File: src/rtl/jtag_tap_responder.sv
// jtag_tap_responder
//
// Target-side IEEE 1149.1 TAP controller. It answers a probe's
// TCK/TMS/TDI/nTRST and returns TDO and RTCK. All JTAG pins are
// oversampled on CLK, and no logic is clocked by TCK. CLK must run at
// least 6x faster than TCK.
//
// Ports:
//   CLK        system clock
//   RST        synchronous, active-high reset
//   TCK        JTAG clock from the probe (asynchronous)
//   TMS, TDI   JTAG mode select / data in (asynchronous)
//   nTRST      JTAG reset, active low (asynchronous)
//   TDO        JTAG data out
//   TDO_OE     high while TDO carries valid shift data
//   RTCK       synchronized TCK echo for adaptive clocking
//   TAP_STATE  current TAP state (4-bit encoding below)
//   IR         current instruction
//   USER_DATA  USER data register contents
//
// Optional feature macro: TAP_USER_DR_EN
//   When this macro is defined, opcode USER_IR selects an 8-bit USER data
//   register. When it is undefined, USER_IR falls back to BYPASS and
//   USER_DATA is tied to 8'h00.

module jtag_tap_responder #(
  parameter int                  IR_WIDTH  = 4,
  parameter logic [31:0]         IDCODE    = 32'h0BB1_0001,
  parameter logic [IR_WIDTH-1:0] IDCODE_IR = IR_WIDTH'(4'b0001),
  parameter logic [IR_WIDTH-1:0] USER_IR   = IR_WIDTH'(4'b1000)
) (
  input  logic                CLK,
  input  logic                RST,
  input  logic                TCK,
  input  logic                TMS,
  input  logic                TDI,
  input  logic                nTRST,
  output logic                TDO,
  output logic                TDO_OE,
  output logic                RTCK,
  output logic [3:0]          TAP_STATE,
  output logic [IR_WIDTH-1:0] IR,
  output logic [7:0]          USER_DATA
);

  localparam logic [3:0] ST_EX2DR = 4'h0;
  localparam logic [3:0] ST_EX1DR = 4'h1;
  localparam logic [3:0] ST_SHDR  = 4'h2;
  localparam logic [3:0] ST_PDR   = 4'h3;
  localparam logic [3:0] ST_SELIR = 4'h4;
  localparam logic [3:0] ST_UPDR  = 4'h5;
  localparam logic [3:0] ST_CAPDR = 4'h6;
  localparam logic [3:0] ST_SELDR = 4'h7;
  localparam logic [3:0] ST_EX2IR = 4'h8;
  localparam logic [3:0] ST_EX1IR = 4'h9;
  localparam logic [3:0] ST_SHIR  = 4'hA;
  localparam logic [3:0] ST_PIR   = 4'hB;
  localparam logic [3:0] ST_RTI   = 4'hC;
  localparam logic [3:0] ST_UPIR  = 4'hD;
  localparam logic [3:0] ST_CAPIR = 4'hE;
  localparam logic [3:0] ST_TLR   = 4'hF;

  logic tck_m, tck_s, tck_d;
  logic tms_m, tms_s;
  logic tdi_m, tdi_s;
  logic trst_m, trst_s;
  logic rise, fall;

  logic [3:0]          state;
  logic [3:0]          next_state;
  logic [IR_WIDTH-1:0] ir_sr;
  logic [31:0]         dr_sr;
  logic                sel_idcode;
  logic                sel_user;

  // Two-flop synchronizers for every JTAG pin. TCK has a third flop for
  // edge detection. TMS and TDI are taken from the same stage as TCK, so
  // they line up with the detected edge.
  always_ff @(posedge CLK) begin
    if (RST) begin
      tck_m  <= 1'b0;
      tck_s  <= 1'b0;
      tck_d  <= 1'b0;
      tms_m  <= 1'b0;
      tms_s  <= 1'b0;
      tdi_m  <= 1'b0;
      tdi_s  <= 1'b0;
      trst_m <= 1'b0;
      trst_s <= 1'b0;
    end else begin
      tck_m  <= TCK;
      tck_s  <= tck_m;
      tck_d  <= tck_s;
      tms_m  <= TMS;
      tms_s  <= tms_m;
      tdi_m  <= TDI;
      tdi_s  <= tdi_m;
      trst_m <= nTRST;
      trst_s <= trst_m;
    end
  end

  assign rise      = tck_s & ~tck_d;
  assign fall      = ~tck_s & tck_d;
  assign RTCK      = tck_s;
  assign TAP_STATE = state;

  // Instruction decode. Any opcode that is not recognised selects BYPASS.
  assign sel_idcode = (IR == IDCODE_IR);
`ifdef TAP_USER_DR_EN
  assign sel_user   = (IR == USER_IR) && !sel_idcode;
`else
  // The USER opcode is decoded here but is always routed to BYPASS in
  // this build.
  assign sel_user   = (IR == USER_IR) & 1'b0;
`endif

  // Standard 1149.1 next-state table. TMS is sampled on a TCK rise.
  always_comb begin
    next_state = ST_TLR;
    case (state)
      ST_TLR:   next_state = tms_s ? ST_TLR   : ST_RTI;
      ST_RTI:   next_state = tms_s ? ST_SELDR : ST_RTI;
      ST_SELDR: next_state = tms_s ? ST_SELIR : ST_CAPDR;
      ST_CAPDR: next_state = tms_s ? ST_EX1DR : ST_SHDR;
      ST_SHDR:  next_state = tms_s ? ST_EX1DR : ST_SHDR;
      ST_EX1DR: next_state = tms_s ? ST_UPDR  : ST_PDR;
      ST_PDR:   next_state = tms_s ? ST_EX2DR : ST_PDR;
      ST_EX2DR: next_state = tms_s ? ST_UPDR  : ST_SHDR;
      ST_UPDR:  next_state = tms_s ? ST_SELDR : ST_RTI;
      ST_SELIR: next_state = tms_s ? ST_TLR   : ST_CAPIR;
      ST_CAPIR: next_state = tms_s ? ST_EX1IR : ST_SHIR;
      ST_SHIR:  next_state = tms_s ? ST_EX1IR : ST_SHIR;
      ST_EX1IR: next_state = tms_s ? ST_UPIR  : ST_PIR;
      ST_PIR:   next_state = tms_s ? ST_EX2IR : ST_PIR;
      ST_EX2IR: next_state = tms_s ? ST_UPIR  : ST_SHIR;
      ST_UPIR:  next_state = tms_s ? ST_SELDR : ST_RTI;
      default:  next_state = ST_TLR;
    endcase
  end

  // TAP core.
  //
  // The state advances on a TCK rise, and the capture/shift actions are
  // decided by the state before that transition. TDO and the IR update
  // on a TCK fall.
  //
  // While nTRST is low, the TAP is held in TLR and TCK edges are ignored.
  // TDO_OE is dropped at once so that a stale shift bit is not driven.
  always_ff @(posedge CLK) begin
    if (RST) begin
      state  <= ST_TLR;
      IR     <= IDCODE_IR;
      ir_sr  <= '0;
      dr_sr  <= '0;
      TDO    <= 1'b0;
      TDO_OE <= 1'b0;
    end else if (!trst_s) begin
      state  <= ST_TLR;
      IR     <= IDCODE_IR;
      TDO_OE <= 1'b0;
    end else if (rise) begin
      state <= next_state;
      case (state)
        ST_CAPIR: ir_sr <= IR_WIDTH'(2'b01);
        ST_SHIR:  ir_sr <= {tdi_s, ir_sr[IR_WIDTH-1:1]};
        ST_CAPDR: begin
          if (sel_idcode)
            dr_sr <= IDCODE;
          else if (sel_user)
            dr_sr <= {24'h0, USER_DATA};
          else
            dr_sr <= '0;
        end
        // TDI enters at the MSB of the selected register length:
        // 32 bits for IDCODE, 8 bits for USER, and 1 bit for BYPASS.
        ST_SHDR: begin
          if (sel_idcode)
            dr_sr <= {tdi_s, dr_sr[31:1]};
          else if (sel_user)
            dr_sr <= {dr_sr[31:8], tdi_s, dr_sr[7:1]};
          else
            dr_sr <= {dr_sr[31:1], tdi_s};
        end
        default: ;
      endcase
    end else if (fall) begin
      case (state)
        ST_UPIR: IR <= ir_sr;
        ST_TLR:  IR <= IDCODE_IR;
        default: ;
      endcase
      if (state == ST_SHIR) begin
        TDO    <= ir_sr[0];
        TDO_OE <= 1'b1;
      end else if (state == ST_SHDR) begin
        TDO    <= dr_sr[0];
        TDO_OE <= 1'b1;
      end else begin
        TDO_OE <= 1'b0;
      end
    end
  end

`ifdef TAP_USER_DR_EN
  // The USER register is written on the TCK fall in Update-DR, and only
  // while the USER instruction is selected.
  always_ff @(posedge CLK) begin
    if (RST)
      USER_DATA <= 8'h00;
    else if (trst_s && fall && (state == ST_UPDR) && sel_user)
      USER_DATA <= dr_sr[7:0];
  end
`else
  assign USER_DATA = 8'h00;
`endif

endmodule
File: config.mk
export PLATFORM = sky130hd
export DESIGN_NAME = jtag_tap_responder
export DESIGN_NICKNAME = d
export VERILOG_FILES = /design/src/rtl/jtag_tap_responder.sv
export SDC_FILE = /design/constraint.sdc
export NUM_CORES = 1
export LEC_CHECK = 0
export ABC_AREA = 1
export BUFFER_PORTS_ARGS = -buffer_cell sky130_fd_sc_hd__clkbuf_2
export CELL_PAD_IN_SITES_DETAIL_PLACEMENT = 0
export CELL_PAD_IN_SITES_GLOBAL_PLACEMENT = 2
export CORE_UTILIZATION = 36
export CTS_BUF_LIST = sky130_fd_sc_hd__clkbuf_16
export CTS_CLUSTER_SIZE = 30
export DETAILED_ROUTE_END_ITERATION = 12
export HOLD_SLACK_MARGIN = 0.08
export MAX_ROUTING_LAYER = met4
export PLACE_DENSITY_LB_ADDON = 0.1
export SYNTH_ARGS = -nofsm -noshare
export SYNTH_HDL_FRONTEND = slang
export SYNTH_SLANG_ARGS = --single-unit
File: constraint.sdc
create_clock -name CLK -period 2.71 [get_ports CLK]
set_clock_uncertainty 0.2 [all_clocks]
set_input_delay 0.1355 -clock CLK [delete_from_list [all_inputs] [get_ports CLK]]
set_output_delay 0.1355 -clock CLK [all_outputs]
set_load 0.02 [all_outputs]
==> results of run 1 <==
==> worst reg2reg max path, stage by stage (launching register included) <==
cell and delay [ns]:
dfxtp_1 0.50, nand2_2 0.16, nor2_4 0.15, buf_4 0.33, nand2_1 0.14, nand2_1 0.10
nand2_2 0.11, nor2_1 0.13, nor2_1 0.05
==> logic make-up (layout without fill, tap and decap cells) <==
| group | after synthesis | count (layout) | synth area share [%] |
|---|---|---|---|
| AOI/OAI and AO/OA | 55 | 55 | 11.6 |
| buffers and inverters | 69 | 79 | 12.9 |
| DFF | 55 | 55 | 44.9 |
| other | 1 | 8 | 0.153 |
| and+or+nand+nor | 150 | 150 | 30.4 |
==> sequential cells by signal, indices dropped and copies added (netlist names) <==
name,cells
dr_sr,32
IR,4
TAP_STATE,4
ir_sr,4
RTCK,1
TDO,1
TDO_OE,1
tck_d,1
tck_m,1
tdi_m,1
tdi_s,1
tms_m,1
tms_s,1
trst_m,1
trst_s,1
==> worst paths after layout <==
check                from         to  cells after the start
max          TAP_STATE[1]  dr_sr[21]                      8
min reg2reg         tck_m       RTCK                      2
min                 tck_m       RTCK                      2
max reg2reg  TAP_STATE[1]  dr_sr[21]                      8
==> final cells by class <==
cell class,count,area (um^2)
clock buffer,5,125
tap,77,96.3
clock inverter,3,46.3
inverter,44,165
multi-input combinational,213,1060
fill,693,3690
timing repair buffer,27,175
sequential,55,1100
==> placed cells by master, fill, tap and decap left out, drive strengths merged, types with 2 or more instances in the layout <==
cell,instances
a21oi,45
buf,6
clkbuf,21
conb,8
dfxtp,55
dlygate4sd3,5
inv,44
nand2,40
nand3,43
nand4,24
nor2,41
nor3,2
o211ai,3
o21ai,6
==> routing by layer <==
metal	GRT usage [%]	wire (um)
met1	23.5	2960
met5	-	0
met3	3.24	167
met4	5.08	68
met2	24.1	2290
==> where the power goes <==
| group | total (mW) | internal, mW | switching [mW] |
|---|---|---|---|
| combinational | 0.0513 | 0.0139 | 0.0374 |
| clock | 0.752 | 0.440 | 0.312 |
| sequential | 0.817 | 0.814 | 0.00383 |
| total | 1.62 | 1.27 | 0.354 |
==> run summary, run 1 <==
Status: finished, violations left
Failing checks: DRC
Final setup vio count: 0
Vias/cell: 5.02
Worst-path clk slew: 0.07 ns
Max Cap Viol: 0
RSZ-0062 raised after global routing: false
Dpl cell area: 2550 um^2
Vias: 2,129
Total wire length: 5490 um
Post-DP HPWL: 3430 um
Final Total Pwr: 1.62 mW
Critical Path, Cell by Cell: nand2_2 -> nor2_4 -> buf_4 -> nand2_1 -> nand2_1 -> nand2_2 -> nor2_1 -> nor2_1
F_max: 510 MHz
Post-Syn Area: 2450 um^2
Clock Tree Buf Depth: 2
Routed WL per cell: 12.9 um
Cell leakage power: 1.12 nW
Number of diodes: 0
Starting DRT DRC Count: 117
PostCTS Resize Cnt: 0
Mapped Avg Cell Area: 7.42 um^2
Post-synthesis register bit count: 55
Worst Path Required: 2.70 ns
Setup TNS: 0 ns
Layout cell share with drive strength beyond 1: 14.1%
Dpl cells: 411
Final WS setup: 0.751 ns
Post-CTS Hold Fix Bufs: 5
DRT Pass-1 Iters: 8
Number of synthesized flops with an enable pin: 0
Cell count after synthesis: 330
Place WS: 0.746 ns
Commonest cells in the netlist: 55 x dfxtp_1, 45 x a21oi_1, 39 x inv_1
Final period util: 72.3%
Final instance area: 2770 um^2
# rows: 29
Tmin final: 1.96 ns
Net count, final: 352
Root Driver: clkbuf_16
Worst setup path class: reg -> reg
Core ar.: 6460 um^2
CP bufs+invs: 1
Slowest cell on crit path: dfxtp_1
Syn. warnings: 0
Count leader, synth: dfxtp_1
Clk_lat worst skew: 0.29 ns
Max IR drop VDD: 0.000267 V
Setup Fix Bufs, Post-CTS: 0
Hold WS: 0.203 ns
H-tree Lvls: 2
CTS tree: done
DRC viols: 3
Largest area contributor in the netlist: dfxtp_1
Vias in the first global route: 1,903
Synth top area share: 44.9%
Type of the worst min-delay path: reg -> reg
Overall routing resource usage: 16.7%
First-pass GRT wire length: 9310 um
Num CTS Buffers: 5
Total gr overflow: 0
Die W: 84.5 um
Register area share after synthesis: 44.9%
Crit end category: register
Initial antenna violation count: 0
CP Max Fanout: 32
R2R Setup Slk: 0.75 ns
Max Slew Vio Count: 0
Port Buffer Count: 16
Die height: 84.5 um
Largest net degree at the start of global routing: 33
Top cells by area, synth: dfxtp_1 45%, a21oi_1 9.2%, nand3_1 6.9%
# IOs: 25
Post-layout util: 42.9%
Library cells used by synthesis: 23
Top Family by Delay on Critical Path: simple AND/OR/NAND/NOR gates
Layout Cells excl Fill: 424
Die area: 7140 um^2
Fraction of registers with async set/reset: 0%
Starting Density: 37.9%
Clk sink count: 55
Routability cong.: 0.784
Power per cell area: 586 nW/um^2
Critical Path Source Type: register
Hold Fails Final Rpt: 0
Final ANT Viol Nets: 0
Area growth from synthesis to layout: 13.0%
Max incr delay on CP: 0.50 ns
Prevailing post-synth register cell: dfxtp_1
WP data arrival: 1.95 ns
No activity file was read; power rests on OpenSTA's default activity.
==> run 2: changes to the inputs <==
--- a/config.mk
+++ b/config.mk
@@ -9,7 +9,7 @@
 export BUFFER_PORTS_ARGS = -buffer_cell sky130_fd_sc_hd__clkbuf_2
 export CELL_PAD_IN_SITES_DETAIL_PLACEMENT = 0
 export CELL_PAD_IN_SITES_GLOBAL_PLACEMENT = 2
-export CORE_UTILIZATION = 36
+export CORE_UTILIZATION = 33
 export CTS_BUF_LIST = sky130_fd_sc_hd__clkbuf_16
 export CTS_CLUSTER_SIZE = 30
 export DETAILED_ROUTE_END_ITERATION = 12
==> constraint.sdc (replaced) <==
create_clock -name CLK -period 1.86 [get_ports CLK]
set_clock_uncertainty 0.2 [all_clocks]
set_input_delay 0.093 -clock CLK [delete_from_list [all_inputs] [get_ports CLK]]
set_output_delay 0.093 -clock CLK [all_outputs]
set_load 0.02 [all_outputs]
==> run 2 against run 1 <==
  * Global-route usage is 0.26 points lower
  * Register-to-register slack lost 0.56 ns
  * Sequential power rose by 46%
  * Maximum frequency increased by 17%
  * Non-clock buffer count grew 7
  * The run now ends clean
  * Sequential cell count is the same
  * Total power grew 45%
  * Largest power group unchanged
  * Critical endpoint is now dr_sr[20]
  * Die area grew 8.9%
  * Cell area rose by 3.5%
  * Clock-buffer cell count unchanged
==> run summary, run 2 (synthesis results as in run 1) <==
# IOs: 25 (unchanged)
Core ar.: 7210 um^2 (+12%)
Largest net degree at the start of global routing: 32 (-3.0%)
Vias: 2,133 (+0.19%)
Max reg flops: 32 (unchanged)
Starting Density: 34.0% (-4.0 points)
Critical Path, Cell by Cell: nand2_1 -> nor2_2 -> inv_1 -> a21oi_1 -> nor2_1 -> nor2_1
Type of the worst min-delay path: reg -> reg
Crit end category: register
Num CTS Buffers: 5 (unchanged)
Worst-path clk slew: 0.07 ns (about the same)
CP bufs+invs: 1 (unchanged)
Vias/cell: 4.71 (-6.2%)
Filler Cells Inserted: 788 (+14%)
Slowest cell on crit path: nor2_2
Total gr overflow: 0 (unchanged)
WP data arrival: 1.70 ns (-0.25 ns)
Max IR drop VDD: 0.000383 V (+44%)
Layout cell share with drive strength beyond 1: 14.7% (+0.57 points)
Met2 wire len: 2320 um (+1.3%)
Final ANT Viol Nets: 0 (unchanged)
Area growth from synthesis to layout: 16.9%
Worst setup path class: reg -> reg
Dpl cells: 437 (+6.3%)
Critical Path Most Common Cell: nor2_1
Worst Path Required: 1.89 ns (-0.81 ns)
Clock Tree Buf Depth: 2 (unchanged)
Number of diodes: 0 (unchanged)
Worst r2r src: IR[0]
Final setup vio count: 0 (unchanged)
Total wire length: 5820 um (+6.0%)
CTS tree: done
Critical Path Source: IR[0]
Routed WL per cell: 12.8 um (-0.83%)
First-pass GRT wire length: 9520 um (+2.3%)
Post-CTS Hold Fix Bufs: 8 (+3)
Biggest register: dr_sr
Final period util: 89.9% (+18 points)
# rows: 31 (+6.9%)
Port Buffer Count: 16 (unchanged)
Starting DRT DRC Count: 109 (-6.8%)
Final instance area: 2860 um^2 (+3.5%)
Hold Fails Final Rpt: 0 (unchanged)
Register area: 1100 um^2 (unchanged)
Tmin final: 1.67 ns (-0.288 ns)
Place WS: 0.207 ns (-0.539 ns)
Net count, final: 359 (+2.0%)
Die height: 88.2 um (+4.3%)
H-tree Lvls: 2 (unchanged)
Top Family by Delay on Critical Path: simple AND/OR/NAND/NOR gates
WL met3: 221 um (+32%)
Clk_lat worst skew: 0.29 ns (about the same)
Clk sink count: 55 (unchanged)
Wl on met1: 3230 um (+8.9%)
Vias in the first global route: 1,925 (+1.2%)
Routability cong.: 0.787 (+0.38%)
Setup TNS: 0 ns (unchanged)
Max Cap Viol: 0 (unchanged)
Die W: 88.2 um (+4.3%)
Status: completed
Commonest non-fill, non-tap cells in the layout: 55 x dfxtp_1, 45 x a21oi_1, 39 x inv_1
DR top layer: met4
Cell leakage power: 1.17 nW (+3.9%)
DRC viols: 0 (-3)
Multi-input logic area: 1060 um^2 (unchanged)
RSZ-0062 raised after global routing: false
Initial antenna violation count: 0 (unchanged)
Max Slew Vio Count: 0 (unchanged)
Setup Fix Bufs, Post-CTS: 0 (unchanged)
Dpl cell area: 2620 um^2 (+2.8%)
PostCTS Resize Cnt: 0 (unchanged)
Power per cell area: 819 nW/um^2 (+40%)
Post-DP HPWL: 3700 um (+7.7%)
DRT Pass-1 Iters: 4 (-4)
Die area: 7770 um^2 (+8.9%)
Hold Crit Start: tdi_m
Layout Cells excl Fill: 453 (+6.8%)
Root Driver: clkbuf_16
Commonest non-fill, non-tap cell in the layout: dfxtp_1
F_max: 598 MHz (+17%)
Critical Path Source Type: register
Overall routing resource usage: 16.4% (-0.26 points)
CP Max Fanout: 9 (-72%)
Final WS setup: 0.189 ns (-0.562 ns)
Max incr delay on CP: 0.36 ns (-0.14 ns)
-- run 2: area by class of cell --
cell class / count / area share (%)
clock inverter: 3 / 1.49
tap: 99 / 4.33
timing repair buffer: 34 / 8.65
clock buffer: 5 / 4.37
multi-input combinational: 213 / 37.0
inverter: 44 / 5.77
sequential: 55 / 38.4
-- run 2: path summary, 6_finish.rpt --
kind               end  slack, ns  depth (start not counted)
max          dr_sr[20]       0.19                          6
min              tdi_s       0.20                          2
max reg2reg  dr_sr[20]       0.19                          6
min reg2reg      tdi_s       0.20                          2
-- run 2: layer usage --
layer	vias to the layer above	GRT usage, %
met4	0	4.84
met5	-	-
met3	5	3.39
met2	43	21.6
met1	969	24.7
li1	1116	-
-- run 2: per-stage QoR --
stage / hold slack, ns / total power [mW] / util [%]
2_1_floorplan: -0.0000333 / 1.28 / -
3_3_place_gp: 0.0858 / 1.29 / 36.3
3_5_place_dp: 0.0908 / 1.29 / 36.3
4_1_cts: 0.206 / 2.38 / 39.7
5_1_grt: 0.233 / 2.44 / 39.7
6_report: 0.205 / 2.35 / 39.7
-- run 2: tightest hold or removal path, delay by kind of cell (launching register included) --
kind	cells	cell delay (ns)
flip-flops	1	0.30
AND/OR/NAND/NOR	1	0.03
buffers and inverters	1	0.04
-- run 2: power breakdown --
part	switching, mW	internal (mW)
Combinational	0.0550	0.0246
Sequential	0.00596	1.19
Clock	0.439	0.637
==> run 3: changes to the inputs <==
--- a/config.mk
+++ b/config.mk
@@ -15,7 +15,7 @@
 export DETAILED_ROUTE_END_ITERATION = 12
 export HOLD_SLACK_MARGIN = 0.08
 export MAX_ROUTING_LAYER = met4
-export PLACE_DENSITY_LB_ADDON = 0.1
+export PLACE_DENSITY = 0.74
 export SYNTH_ARGS = -nofsm -noshare
 export SYNTH_HDL_FRONTEND = slang
 export SYNTH_SLANG_ARGS = --single-unit
==> run 3 against run 2 <==
  * Routed wire length shrank 3.6%
  * Non-clock buffer count increased by 1
  * Maximum frequency rose by 0.93%
  * Clock power fell by 5%
  * Combinational power shrank 5.5%
  * Die area stayed put
  * Register-to-register slack improved by 0.02 ns
  * Critical path depth is 2 higher
  * Setup slack better by 0.015 ns
  * Sequential cell count unchanged
  * Critical path type unchanged
  * Largest cell class unchanged
  * Largest power group unchanged
==> run summary, run 3 (synthesis results as in run 1) <==
Setup Fix Bufs, Post-CTS: 0 (unchanged)
Biggest register: dr_sr
CP Max Fanout: 8 (-1)
Worst Path Required: 1.88 ns (about the same)
Clk_lat worst skew: 0.29 ns (about the same)
Max Slew Vio Count: 0 (unchanged)
Post-CTS Hold Fix Bufs: 5 (-3)
Final period util: 89.0% (-0.83 points)
Critical Path Source Type: register
R2R Setup Slk: 0.20 ns (+0.02 ns)
Port Buffer Count: 16 (unchanged)
Setup TNS: 0 ns (unchanged)
Total gr overflow: 0 (unchanged)
Overall routing resource usage: 16.1% (-0.31 points)
WP data arrival: 1.68 ns (-0.02 ns)
Final setup vio count: 0 (unchanged)
Root Driver: clkbuf_16
Core ar.: 7210 um^2 (unchanged)
Area growth from synthesis to layout: 17.1%
Max IR drop VDD: 0.000370 V (-3.5%)
Commonest non-fill, non-tap cells in the layout: 55 x dfxtp_1, 45 x a21oi_1, 40 x inv_1
Max Cap Viol: 0 (unchanged)
Initial antenna violation count: 0 (unchanged)
Die W: 88.2 um (unchanged)
Final ANT Viol Nets: 0 (unchanged)
Largest net degree at the start of global routing: 37 (+16%)
Die height: 88.2 um (unchanged)
Critical Path Source: TAP_STATE[0]
Tmin final: 1.66 ns (-0.0154 ns)
Crit path to: dr_sr[24]
Num CTS Buffers: 5 (unchanged)
Vias: 2,158 (+1.2%)
# IOs: 25 (unchanged)
Routability cong.: 0.806 (+2.4%)
Hold Fails Final Rpt: 0 (unchanged)
Vias in the first global route: 1,964 (+2.0%)
Status: completed
R2R Path End: dr_sr[24]
Type of the worst min-delay path: reg -> reg
CTS tree: done
Routed WL per cell: 12.4 um (-3.6%)
Vias/cell: 4.76 (+1.2%)
Crit end category: register
PostCTS Resize Cnt: 0 (unchanged)
Worst-path clk slew: 0.07 ns (about the same)
Max reg flops: 32 (unchanged)
Post-DP HPWL: 3680 um (-0.52%)
Layout Cells excl Fill: 453 (unchanged)
Net count, final: 360 (+0.28%)
Worst r2r src: TAP_STATE[0]
Worst setup path class: reg -> reg
Power per cell area: 803 nW/um^2 (-2.0%)
F_max: 604 MHz (+0.93%)
RSZ-0062 raised after global routing: false
Total wire length: 5610 um (-3.6%)
Cell leakage power: 1.17 nW (+0.70%)
Dpl cells: 441 (+0.92%)
DRC viols: 0 (unchanged)
FF-to-FF path depth: 8 (+2)
DRT Pass-1 Iters: 4 (unchanged)
Starting Density: 34.0% (unchanged)
Filler Cells Inserted: 794 (+0.76%)
H-tree Lvls: 2 (unchanged)
Starting DRT DRC Count: 87 (-20%)
First-pass GRT wire length: 9470 um (-0.59%)
Die area: 7770 um^2 (unchanged)
Commonest non-fill, non-tap cell in the layout: dfxtp_1
# rows: 31 (unchanged)
Number of diodes: 0 (unchanged)
Layout cell share with drive strength beyond 1: 15.5% (+0.85 points)
Clock Tree Buf Depth: 2 (unchanged)
Clk sink count: 55 (unchanged)
-- run 3: cell types whose count changed in the layout (fill, tap and decap cells not counted) --
cell,change
inv_1,+1
clkinv_1,-1
dlygate4sd3_1,-3
buf_4,+3
buf_12,+1
inv_6,-1
-- run 3: worst min path at each step --
| stage | from | endpoint | slack, ns | depth (start not counted) |
|---|---|---|---|---|
| final | tdi_m | tdi_s | 0.20 | 2 |
| after global routing | trst_m | trst_s | 0.22 | 2 |
| after CTS | tdi_m | tdi_s | 0.21 | 2 |
| after detailed placement | TCK | tck_m | 0.09 | 3 |
| after global placement | TMS | tms_m | 0.09 | 3 |
| after floorplan | TCK | tck_m | -0.00003 | 2 |
-- run 3: layout make-up --
cell class / instances / area, um^2 / area share, %
clock buffer: 5 / 125 / 4.36
sequential: 55 / 1100 / 38.4
multi-input combinational: 213 / 1060 / 36.9
tap: 99 / 124 / 4.32
timing repair buffer: 35 / 260 / 9.08
inverter: 44 / 165 / 5.76
clock inverter: 2 / 33.8 / 1.18
-- run 3: critical path, stage by stage, from the launching register on --
cell and delay [ns]:
dfxtp_1 0.35, inv_2 0.10, nand2_2 0.09, nor2_4 0.19, nand3_2 0.22, buf_4 0.25
nand3_2 0.06, nand2_1 0.04, nor2_1 0.09
-- run 3: per-layer routing --
| metal | global-route usage (%) | part of all wire (%) | vias up |
|---|---|---|---|
| li1 | - | - | 1120 |
| met1 | 21.9 | 52 | 1013 |
| met2 | 24.3 | 45 | 23 |
| met3 | 3.11 | 2.5 | 2 |
| met4 | 4.40 | 0.55 | 0 |
| met5 | - | 0 | - |
-- run 3: power breakdown --
part           switching (mW)  internal (mW)
combinational          0.0542         0.0210
sequential            0.00609           1.19
clock                   0.411          0.624
-- run 3: metrics by stage --
| stage | area (um^2) | hold WS [ns] | util, % | setup slack [ns] | power, mW |
|---|---|---|---|---|---|
| after floorplan | 2480 | -0.0000333 | - | 0.288 | 1.28 |
| after CTS | 2870 | 0.206 | 39.8 | 0.178 | 2.34 |
| after detailed placement | 2660 | 0.0881 | 36.9 | 0.207 | 1.29 |
| final | 2870 | 0.204 | 39.8 | 0.204 | 2.30 |
| after global routing | 2870 | 0.218 | 39.8 | 0.0667 | 2.40 |
| after global placement | 2660 | 0.0871 | 36.9 | 0.231 | 1.29 |
